**config.mk**
```make
export PLATFORM = sky130hd
export DESIGN_NAME = imem_dmem_arbiter_flat
export DESIGN_NICKNAME = d
export VERILOG_FILES = /design/src/rtl/imem_dmem_arbiter_if.sv /design/src/rtl/imem_dmem_arbiter.sv /design/src/flat_wrapper.sv
export SDC_FILE = /design/constraint.sdc
export NUM_CORES = 1
export LEC_CHECK = 0
export BUFFER_PORTS_ARGS = -buffer_cell sky130_fd_sc_hd__buf_2
export CAP_MARGIN = 20
export CORE_AREA = 2 2 81 83
export CTS_CLUSTER_DIAMETER = 150
export DETAILED_ROUTE_END_ITERATION = 8
export DIE_AREA = 0 0 83 85
export HOLD_SLACK_MARGIN = 0.1
export PLACE_DENSITY_LB_ADDON = 0.08
export REMOVE_ABC_BUFFERS = 1
export SLEW_MARGIN = 40
export SYNTH_ARGS = -nofsm -noshare
export SYNTH_HDL_FRONTEND = slang
export SYNTH_SLANG_ARGS = --single-unit
```
**constraint.sdc**
```tcl
create_clock -name clk -period 1.8 [get_ports clk]
set_clock_uncertainty 0.2 [all_clocks]
set_input_delay 0.18 -clock clk [delete_from_list [all_inputs] [get_ports clk]]
set_output_delay 0.18 -clock clk [all_outputs]
set_load 0.02 [all_outputs]
```
**src/rtl/imem_dmem_arbiter_if.sv**
```systemverilog
// Bundles the fetch, data-stage and memory-macro signals of the imem/dmem arbiter.
// Latency: none. This is wiring only.
// Backpressure: req/gnt per requester. The macro port has no backpressure.
interface imem_dmem_arbiter_if #(
    parameter int ADDR_W = 10,
    parameter int DATA_W = 32
);
    // Instruction fetch port: read-only.
    logic              if_req;
    logic [ADDR_W-1:0] if_addr;
    logic              if_flush;
    logic              if_gnt;
    logic              if_rvalid;
    logic [DATA_W-1:0] if_rdata;

    // Data stage port: read/write.
    logic              dm_req;
    logic              dm_we;
    logic [ADDR_W-1:0] dm_addr;
    logic [DATA_W-1:0] dm_wdata;
    logic              dm_gnt;
    logic              dm_rvalid;
    logic [DATA_W-1:0] dm_rdata;

    // 1R1W memory macro: one write port and one registered read port.
    logic              mem_we;
    logic [ADDR_W-1:0] mem_addr_w;
    logic [DATA_W-1:0] mem_wdata;
    logic [ADDR_W-1:0] mem_addr_r;
    logic [DATA_W-1:0] mem_rdata;

    // Arbiter side.
    modport slave (
        input  if_req, if_addr, if_flush,
        output if_gnt, if_rvalid, if_rdata,
        input  dm_req, dm_we, dm_addr, dm_wdata,
        output dm_gnt, dm_rvalid, dm_rdata,
        output mem_we, mem_addr_w, mem_wdata, mem_addr_r,
        input  mem_rdata
    );

    // Requester and macro side.
    modport master (
        output if_req, if_addr, if_flush,
        input  if_gnt, if_rvalid, if_rdata,
        output dm_req, dm_we, dm_addr, dm_wdata,
        input  dm_gnt, dm_rvalid, dm_rdata,
        input  mem_we, mem_addr_w, mem_wdata, mem_addr_r,
        output mem_rdata
    );
endinterface

```
**src/rtl/imem_dmem_arbiter.sv**
```systemverilog
// Shares one 1R1W word memory between instruction fetch (read) and the data stage (read/write).
// Latency: grants are combinational. Read data returns one cycle after the grant, steered by a registered owner flag.
// Backpressure: a denied requester holds its request. Data reads win unless fetch has been starved STARVE_LIMIT times.
module imem_dmem_arbiter #(
    parameter int ADDR_W       = 10,
    parameter int DATA_W       = 32,
    parameter int STARVE_LIMIT = 3
) (
    input  logic                clk,
    input  logic                rst_n,
    imem_dmem_arbiter_if.slave  bus
);

    typedef enum logic {
        PRIO_DM = 1'b0,
        PRIO_IF = 1'b1
    } state_e;

    // The limit ranges from 1 to 15, so 4 bits hold every count value.
    localparam logic [3:0] LIMIT = 4'(STARVE_LIMIT);

    state_e     state_q, state_d;
    logic [3:0] starve_q, starve_d;
    logic       if_own_q, if_own_d;
    logic       dm_own_q, dm_own_d;

    logic rd_if;     // fetch wants the read port (a flush cancels it)
    logic rd_dm;     // data stage wants the read port
    logic wr_dm;     // data stage wants the write port
    logic conflict;  // both readers want the single read port
    logic if_gnt_c;
    logic dm_gnt_c;
    logic dm_rd_gnt;

    // Decode requests. A flush removes fetch from contention but leaves the data stage alone.
    always_comb begin
        rd_if    = bus.if_req & ~bus.if_flush;
        rd_dm    = bus.dm_req & ~bus.dm_we;
        wr_dm    = bus.dm_req & bus.dm_we;
        conflict = rd_if & rd_dm;
    end

    // Grant decision and priority/starvation next state. Everything is held quiet while in reset.
    always_comb begin
        state_d  = state_q;
        starve_d = starve_q;
        if_gnt_c = 1'b0;
        dm_gnt_c = 1'b0;
        if (rst_n) begin
            // Writes use their own port, so they never compete with a read.
            dm_gnt_c = wr_dm | (rd_dm & ~(conflict & (state_q == PRIO_IF)));
            if_gnt_c = rd_if & ~(conflict & (state_q == PRIO_DM));
            if (conflict) begin
                if (state_q == PRIO_DM) begin
                    // Fetch lost again. After LIMIT losses in a row it wins the next conflict.
                    if (starve_q + 4'd1 == LIMIT) begin
                        state_d  = PRIO_IF;
                        starve_d = '0;
                    end else begin
                        starve_d = starve_q + 4'd1;
                    end
                end else begin
                    // Fetch has used its single priority turn. Return to data-first.
                    state_d = PRIO_DM;
                end
            end
            // Any progress by fetch ends its starvation streak.
            if (if_gnt_c) begin
                starve_d = '0;
            end
        end
    end

    // Remember which requester owns the read launched this cycle.
    always_comb begin
        dm_rd_gnt = dm_gnt_c & ~bus.dm_we;
        if_own_d  = if_gnt_c;
        dm_own_d  = dm_rd_gnt;
    end

    // State register. Reset drops any read in flight so no stale rvalid appears.
    always_ff @(posedge clk or negedge rst_n) begin
        if (!rst_n) begin
            state_q  <= PRIO_DM;
            starve_q <= '0;
            if_own_q <= 1'b0;
            dm_own_q <= 1'b0;
        end else begin
            state_q  <= state_d;
            starve_q <= starve_d;
            if_own_q <= if_own_d;
            dm_own_q <= dm_own_d;
        end
    end

    // Drive the macro and the requester ports.
    // With no read granted, the read address defaults to the fetch address. The value is unused.
    always_comb begin
        bus.if_gnt     = if_gnt_c;
        bus.dm_gnt     = dm_gnt_c;
        bus.mem_we     = dm_gnt_c & bus.dm_we;
        bus.mem_addr_w = bus.dm_addr;
        bus.mem_wdata  = bus.dm_wdata;
        bus.mem_addr_r = dm_rd_gnt ? bus.dm_addr : bus.if_addr;
        bus.if_rvalid  = if_own_q;
        bus.dm_rvalid  = dm_own_q;
        bus.if_rdata   = bus.mem_rdata;
        bus.dm_rdata   = bus.mem_rdata;
    end

    // Only one reader can own the read port in any cycle.
    a_one_owner: assert property (@(posedge clk) disable iff (!rst_n)
        !(if_own_q && dm_own_q));

    // The two grants may overlap only when the data-stage grant is for a write.
    a_one_reader: assert property (@(posedge clk) disable iff (!rst_n)
        !(if_gnt_c && dm_rd_gnt));

endmodule

```
**src/flat_wrapper.sv**
```systemverilog
// flat-port wrapper written by rule: the top's interface ports become plain ports
module imem_dmem_arbiter_flat 
#(
    parameter int ADDR_W       = 10,
    parameter int DATA_W       = 32,
    parameter int STARVE_LIMIT = 3
)
  (clk, rst_n, bus_if_req, bus_if_addr, bus_if_flush, bus_if_gnt, bus_if_rvalid, bus_if_rdata, bus_dm_req, bus_dm_we, bus_dm_addr, bus_dm_wdata, bus_dm_gnt, bus_dm_rvalid, bus_dm_rdata, bus_mem_we, bus_mem_addr_w, bus_mem_wdata, bus_mem_addr_r, bus_mem_rdata);
  imem_dmem_arbiter_if #(.ADDR_W(ADDR_W), .DATA_W(DATA_W)) bus_i ();
  input  logic clk;
  input  logic rst_n;
  input wire logic [$bits(bus_i.if_req)-1:0] bus_if_req;
  input wire logic [$bits(bus_i.if_addr)-1:0] bus_if_addr;
  input wire logic [$bits(bus_i.if_flush)-1:0] bus_if_flush;
  output wire logic [$bits(bus_i.if_gnt)-1:0] bus_if_gnt;
  output wire logic [$bits(bus_i.if_rvalid)-1:0] bus_if_rvalid;
  output wire logic [$bits(bus_i.if_rdata)-1:0] bus_if_rdata;
  input wire logic [$bits(bus_i.dm_req)-1:0] bus_dm_req;
  input wire logic [$bits(bus_i.dm_we)-1:0] bus_dm_we;
  input wire logic [$bits(bus_i.dm_addr)-1:0] bus_dm_addr;
  input wire logic [$bits(bus_i.dm_wdata)-1:0] bus_dm_wdata;
  output wire logic [$bits(bus_i.dm_gnt)-1:0] bus_dm_gnt;
  output wire logic [$bits(bus_i.dm_rvalid)-1:0] bus_dm_rvalid;
  output wire logic [$bits(bus_i.dm_rdata)-1:0] bus_dm_rdata;
  output wire logic [$bits(bus_i.mem_we)-1:0] bus_mem_we;
  output wire logic [$bits(bus_i.mem_addr_w)-1:0] bus_mem_addr_w;
  output wire logic [$bits(bus_i.mem_wdata)-1:0] bus_mem_wdata;
  output wire logic [$bits(bus_i.mem_addr_r)-1:0] bus_mem_addr_r;
  input wire logic [$bits(bus_i.mem_rdata)-1:0] bus_mem_rdata;
  assign bus_i.if_req = bus_if_req;
  assign bus_i.if_addr = bus_if_addr;
  assign bus_i.if_flush = bus_if_flush;
  assign bus_if_gnt = bus_i.if_gnt;
  assign bus_if_rvalid = bus_i.if_rvalid;
  assign bus_if_rdata = bus_i.if_rdata;
  assign bus_i.dm_req = bus_dm_req;
  assign bus_i.dm_we = bus_dm_we;
  assign bus_i.dm_addr = bus_dm_addr;
  assign bus_i.dm_wdata = bus_dm_wdata;
  assign bus_dm_gnt = bus_i.dm_gnt;
  assign bus_dm_rvalid = bus_i.dm_rvalid;
  assign bus_dm_rdata = bus_i.dm_rdata;
  assign bus_mem_we = bus_i.mem_we;
  assign bus_mem_addr_w = bus_i.mem_addr_w;
  assign bus_mem_wdata = bus_i.mem_wdata;
  assign bus_mem_addr_r = bus_i.mem_addr_r;
  assign bus_i.mem_rdata = bus_mem_rdata;
  imem_dmem_arbiter #(.ADDR_W(ADDR_W), .DATA_W(DATA_W), .STARVE_LIMIT(STARVE_LIMIT)) u_core (.clk(clk), .rst_n(rst_n), .bus(bus_i));
endmodule
```
# Word level (Yosys, flattened, before mapping)
# Index checks and enable logic that the tools add are counted.
# word_totals
wordCells	35
output_inout_bits	121
mem_bits_ro	0
register_bits	7
ramBits	0
latch_bits	0
inputBits	90
mem_count	0
# classes
bitwise_logic	16
n_eq_ne	2
muxes	9
shifts	0
n_div	0
order_cmp	0
addsub	1
reduce_logical	3
n_mul	0
# op_table
op	count
4-bit 2-to-1 mux	4
1-bit AND	10
10-bit 2-to-1 mux	1
1-bit inverter	5
4-bit by 1-bit adder with 4-bit output (second input constant)	1
4-bit by 2-bit equality test with 1-bit output (second input constant)	1
1-bit 2-to-1 mux	4
3-bit AND reduction	1
2-bit != test (second input constant)	1
2-bit AND reduction	1
2-bit nonzero test	1
1-bit OR	1

# Logic depth before layout (Yosys ltp)
# depth
depth_word	10
mapped_depth	5
ltp_nobuf	5

# Least setup slack after synthesis
# Ideal clock, no wire load.
# synth_path
kind	reg2reg
start	register u_core.starve_q[0]
end	register u_core.state_q
arrival_ps	1435
synth_period_minus_slack_ps	1701
setup_time_ps	66
n_path_buf	0
t_required_ps	1534
path_stages_with_launch	5
path_slack_ps	99
path_cell_list	dfrtp_1 ha_1 or4b_1 o31ai_1 a31o_1
# synth_between
elab_chain_cells	4
# synth_rtl
item	line_no	source
from (decl)	imem_dmem_arbiter.sv:23	logic [3:0] starve_q, starve_d;
from (signal assigned)	imem_dmem_arbiter.sv:90	starve_q <= starve_d;
4-bit by 1-bit adder with 4-bit output	imem_dmem_arbiter.sv:56	if (starve_q + 4'd1 == LIMIT) begin
4-bit by 2-bit equality test with 1-bit output	imem_dmem_arbiter.sv:56	
1-bit 2-to-1 mux	imem_dmem_arbiter.sv:56	
1-bit 2-to-1 mux	imem_dmem_arbiter.sv:54	if (state_q == PRIO_DM) begin
to (signal assigned)	imem_dmem_arbiter.sv:89	state_q <= state_d;
to (decl)	imem_dmem_arbiter.sv:22	state_e state_q, state_d;
# No other way between the ends.
# A chain may end at the register's enable or synchronous reset.

# Final worst setup path
# layout_path
start	register u_core.state_q
end	output bus_mem_addr_r[3]
# layout_between
elab_chain_cells	7
# layout_rtl
item	line_no	source
1-bit AND	imem_dmem_arbiter.sv:51	dm_gnt_c = wr_dm | (rd_dm & ~(conflict & (state_q == PRIO_IF)));
1-bit inverter	imem_dmem_arbiter.sv:51	
1-bit AND	imem_dmem_arbiter.sv:51	
1-bit OR	imem_dmem_arbiter.sv:51	
1-bit 2-to-1 mux	imem_dmem_arbiter.sv:49	if (rst_n) begin
1-bit AND	imem_dmem_arbiter.sv:76	dm_rd_gnt = dm_gnt_c & ~bus.dm_we;
10-bit 2-to-1 mux	imem_dmem_arbiter.sv:104	bus.mem_addr_r = dm_rd_gnt ? bus.dm_addr : bus.if_addr;
to (decl)	flat_wrapper.sv:28	output wire logic [$bits(bus_i.mem_addr_r)-1:0] bus_mem_addr_r;
# No other way between the ends.

==> impl_metrics.env <==
export IMPL_cts_htree_levels=1
export IMPL_antenna_found_initial=0
export IMPL_async_flop_share_pct=100.0
export IMPL_n_antenna_cell=0
export IMPL_worst_pin_slew_ns=0.3978
export IMPL_yosysTopAreaCellShare_pct=57.98
export IMPL_root_buffer="clkbuf_8"
export IMPL_synthCells=155
export IMPL_synth_area_leader_cell="buf_4"
export IMPL_finalSetupViolCount=10
export IMPL_dp_hpwl_um=8412
export IMPL_cts_tree="done"
export IMPL_yosysWarnings=0
export IMPL_vias=898
export IMPL_synth_cell_area_um2=1373
export IMPL_fillCellCount=680
export IMPL_drive_gt1_share_pct=69.91
export IMPL_placedInstanceArea_um2=957.2
export IMPL_grt_first_pass_wirelength_um=11110
export IMPL_status="finished with violations"
export IMPL_via_per_inst=4.726
export IMPL_clkSinkCount=7
export IMPL_fin_crit_ns=1.944
export IMPL_grt_use_total_pct=25.08
export IMPL_netlist_top_cells_area="buf_4 58%, dfrtp_1 13%, mux2_4 9.8%"
export IMPL_hold_class="in -> reg"
export IMPL_io_pins=211
export IMPL_worstSetupPathType="reg -> out"
export IMPL_hold_viol=0
export IMPL_crit_slowest_cell="dfrtp_1"
export IMPL_insertion_delay_ns=0.23
export IMPL_avgSynthCellArea_um2=8.855
export IMPL_cp_arrival_ns=1.56
export IMPL_startpoint_type="register"
export IMPL_routedWlPerCell_um=47.55
export IMPL_period_share_pct=108.0
export IMPL_maxSlewHeadroom_pct=73.39
export IMPL_drt_iter0_markers=70
export IMPL_die_w_um=83
export IMPL_dominantRegCellSynth="dfrtp_1"
export IMPL_ant_nets=0
export IMPL_finalMaxSlewViolations=0
export IMPL_drv_cap=0
export IMPL_violations="negative setup slack"
export IMPL_cp_end_kind="output pin"
export IMPL_die_height_um=85
export IMPL_powerDensity_nw_per_um2=561.3
export IMPL_fin_tns_setup_ns=-1.363
export IMPL_synth_edff_count=0
export IMPL_crit_path_max_incr_delay_ns=0.37
export IMPL_fin_nets=206
export IMPL_r2r_cells=4
export IMPL_cp_cell_sequence="nand3b_1 > and4b_4 > mux2_4 > buf_6"
export IMPL_cts_made_buffers=3
export IMPL_yosys_top_cells_count="106 x buf_4, 9 x mux2_4, 7 x dfrtp_1, 4 x o31ai_1, 3 x nand2_1"
export IMPL_finalWirelength_um=9034
export IMPL_dr_pass1_iters=4
export IMPL_ys_ff_latch=7
export IMPL_areaGrowthSynthToFinish_pct=-17.50
export IMPL_rsz0062_at_grt="yes"
export IMPL_finalInstanceArea_um2=1132
export IMPL_p_leak_nw=0.5821
export IMPL_fin_ws_ns=-0.1445
export IMPL_cts_buffer_depth=2
export IMPL_overflow=0
export IMPL_initial_core_util_pct=22.12
export IMPL_cp_max_fo=6
export IMPL_grt_start_max_net_pins=8
export IMPL_cp_buffers_inverters=1
export IMPL_grt_pass1_vias=949
export IMPL_gp_congestion=0.8468
export IMPL_io_buffers=50
export IMPL_holdWs_ns=0.1135
export IMPL_post_route_drc_count=0
export IMPL_fmaxAchievable_mhz=514.3
export IMPL_ir_drop_mv=0.1565
export IMPL_holdPathStages=3
export IMPL_cp_depth=4
export IMPL_synth_most_common_cell="buf_4"
export IMPL_coreArea_um2=6205
export IMPL_required_ns=1.42
export IMPL_row_count=29
export IMPL_path_clk_slew_ns=0.04
export IMPL_path_delay_family="simple AND/OR/NAND/NOR gates"
export IMPL_ys_seq_area_share_pct=12.76
export IMPL_synth_distinct_cells=27
export IMPL_die_area_um2=7055
export IMPL_pre_cts_slack_ns=0.001397
## final timing paths
path | start | end | slack (ns)
max reg2reg | u_core.starve_q[0]$_DFFE_PN0P_ | u_core.state_q$_DFFE_PN0P_ | 0.09
max in group asynchronous | rst_n | u_core.bus.dm_rvalid$_DFF_PN0_ | 0.73
max | u_core.state_q$_DFFE_PN0P_ | bus_mem_addr_r[3] | -0.14
min | bus_if_req | u_core.bus.if_rvalid$_DFF_PN0_ | 0.11
min reg2reg | u_core.starve_q[1]$_DFFE_PN0P_ | u_core.starve_q[1]$_DFFE_PN0P_ | 0.35
min in group asynchronous | rst_n | u_core.state_q$_DFFE_PN0P_ | 0.39
## registers in the layout, indices dropped and copies added (netlist names)
| signal | count |
|---|---|
| u_core.state_q | 1 |
| u_core.starve_q | 4 |
| u_core.bus.if_rvalid | 1 |
| u_core.bus.dm_rvalid | 1 |
## power breakdown
part | switching [mW] | total (mW) | internal, mW
registers | 0.00796 | 0.175 | 0.167
logic | 0.111 | 0.233 | 0.122
clock network | 0.0739 | 0.228 | 0.154
total | 0.193 | 0.636 | 0.443
## cell families after synthesis
group                      Yosys count  share of synthesized area [%]
buffers and inverters              108                          59.07
and+or+nand+nor                     17                          9.390
AOI/OAI and AO/OA                   10                          5.652
muxes                               10                          10.67
DFF                                  7                          12.76
adders and majority gates            2                          1.823
xor gates and xnor gates             1                         0.6382
## per-layer routing
layer	vias to the layer above	share of wire, %	global-route usage (%)
li1	317	-	-
met2	196	50	44.65
met5	-	0.60	5.594
met1	361	18	12.72
met3	22	27	32.59
met4	2	3.7	9.240
## layout make-up
type / count / area [µm²] / share of cell area, %
Clock buffer: 4 / 45.04 / 3.978
Inverter: 1 / 3.754 / 0.3315
Multi-Input combinational cell: 41 / 421.7 / 37.24
Sequential cell: 7 / 175.2 / 15.47
Tap cell: 77 / 96.34 / 8.508
Timing Repair Buffer: 60 / 390.4 / 34.47
## worst register-to-register path: cells and delay by family (launching register included)
kind	cells	cell delay [ns]
AOI/OAI and AO/OA	2	0.28
adders and majority gates	1	0.21
DFF	1	0.41
and+or+nand+nor	1	0.54
## metrics by stage
step	utilization, %	std cells	power [mW]
2_1_floorplan	-	48	0.2639
3_3_place_gp	15.43	181	0.3764
3_5_place_dp	15.43	181	0.3749
4_1_cts	17.89	189	0.6402
5_1_grt	18.25	190	0.6700
6_report	18.25	190	0.6356
## cell usage in the layout, fill, tap and decap left out
cell / synthesis / routed
a21boi_0: 1 / 1
o211a_1: 1 / 1
clkbuf_1: 0 / 1
ha_1: 2 / 1
and4b_4: 1 / 1
a31o_1: 1 / 1
buf_4: 106 / 9
buf_2: 0 / 40
o21ai_0: 1 / 1
xor2_1: 1 / 1
buf_6: 1 / 10
and3_1: 1 / 1
o31ai_1: 4 / 3
inv_1: 1 / 1
mux2_4: 9 / 10
nand3b_4: 1 / 1
and4b_2: 0 / 1
clkbuf_8: 0 / 3
o21a_1: 1 / 1
nand3b_1: 1 / 1
ha_2: 0 / 1
or2b_1: 1 / 1
and3b_1: 2 / 2
or4b_4: 0 / 1
nand3_1: 2 / 2
dfrtp_1: 7 / 7
nand2_1: 3 / 3
nand2b_1: 1 / 1
o31ai_4: 0 / 1
dlygate4sd3_1: 0 / 1
nor2_1: 2 / 2
or3_4: 1 / 1
o2bb2ai_1: 1 / 1
## timing repair
action                                 in CTS  in global routing
cloned                                      1                  0
resized for setup                          22                  3
buffers inserted                            2                  1
endpoints found under the hold margin       7                  0
setup endpoints to repair                  11                 13
hold buffers                                1                  0
pin swaps                                   3                  2
(Power assumes the default switching activity.)
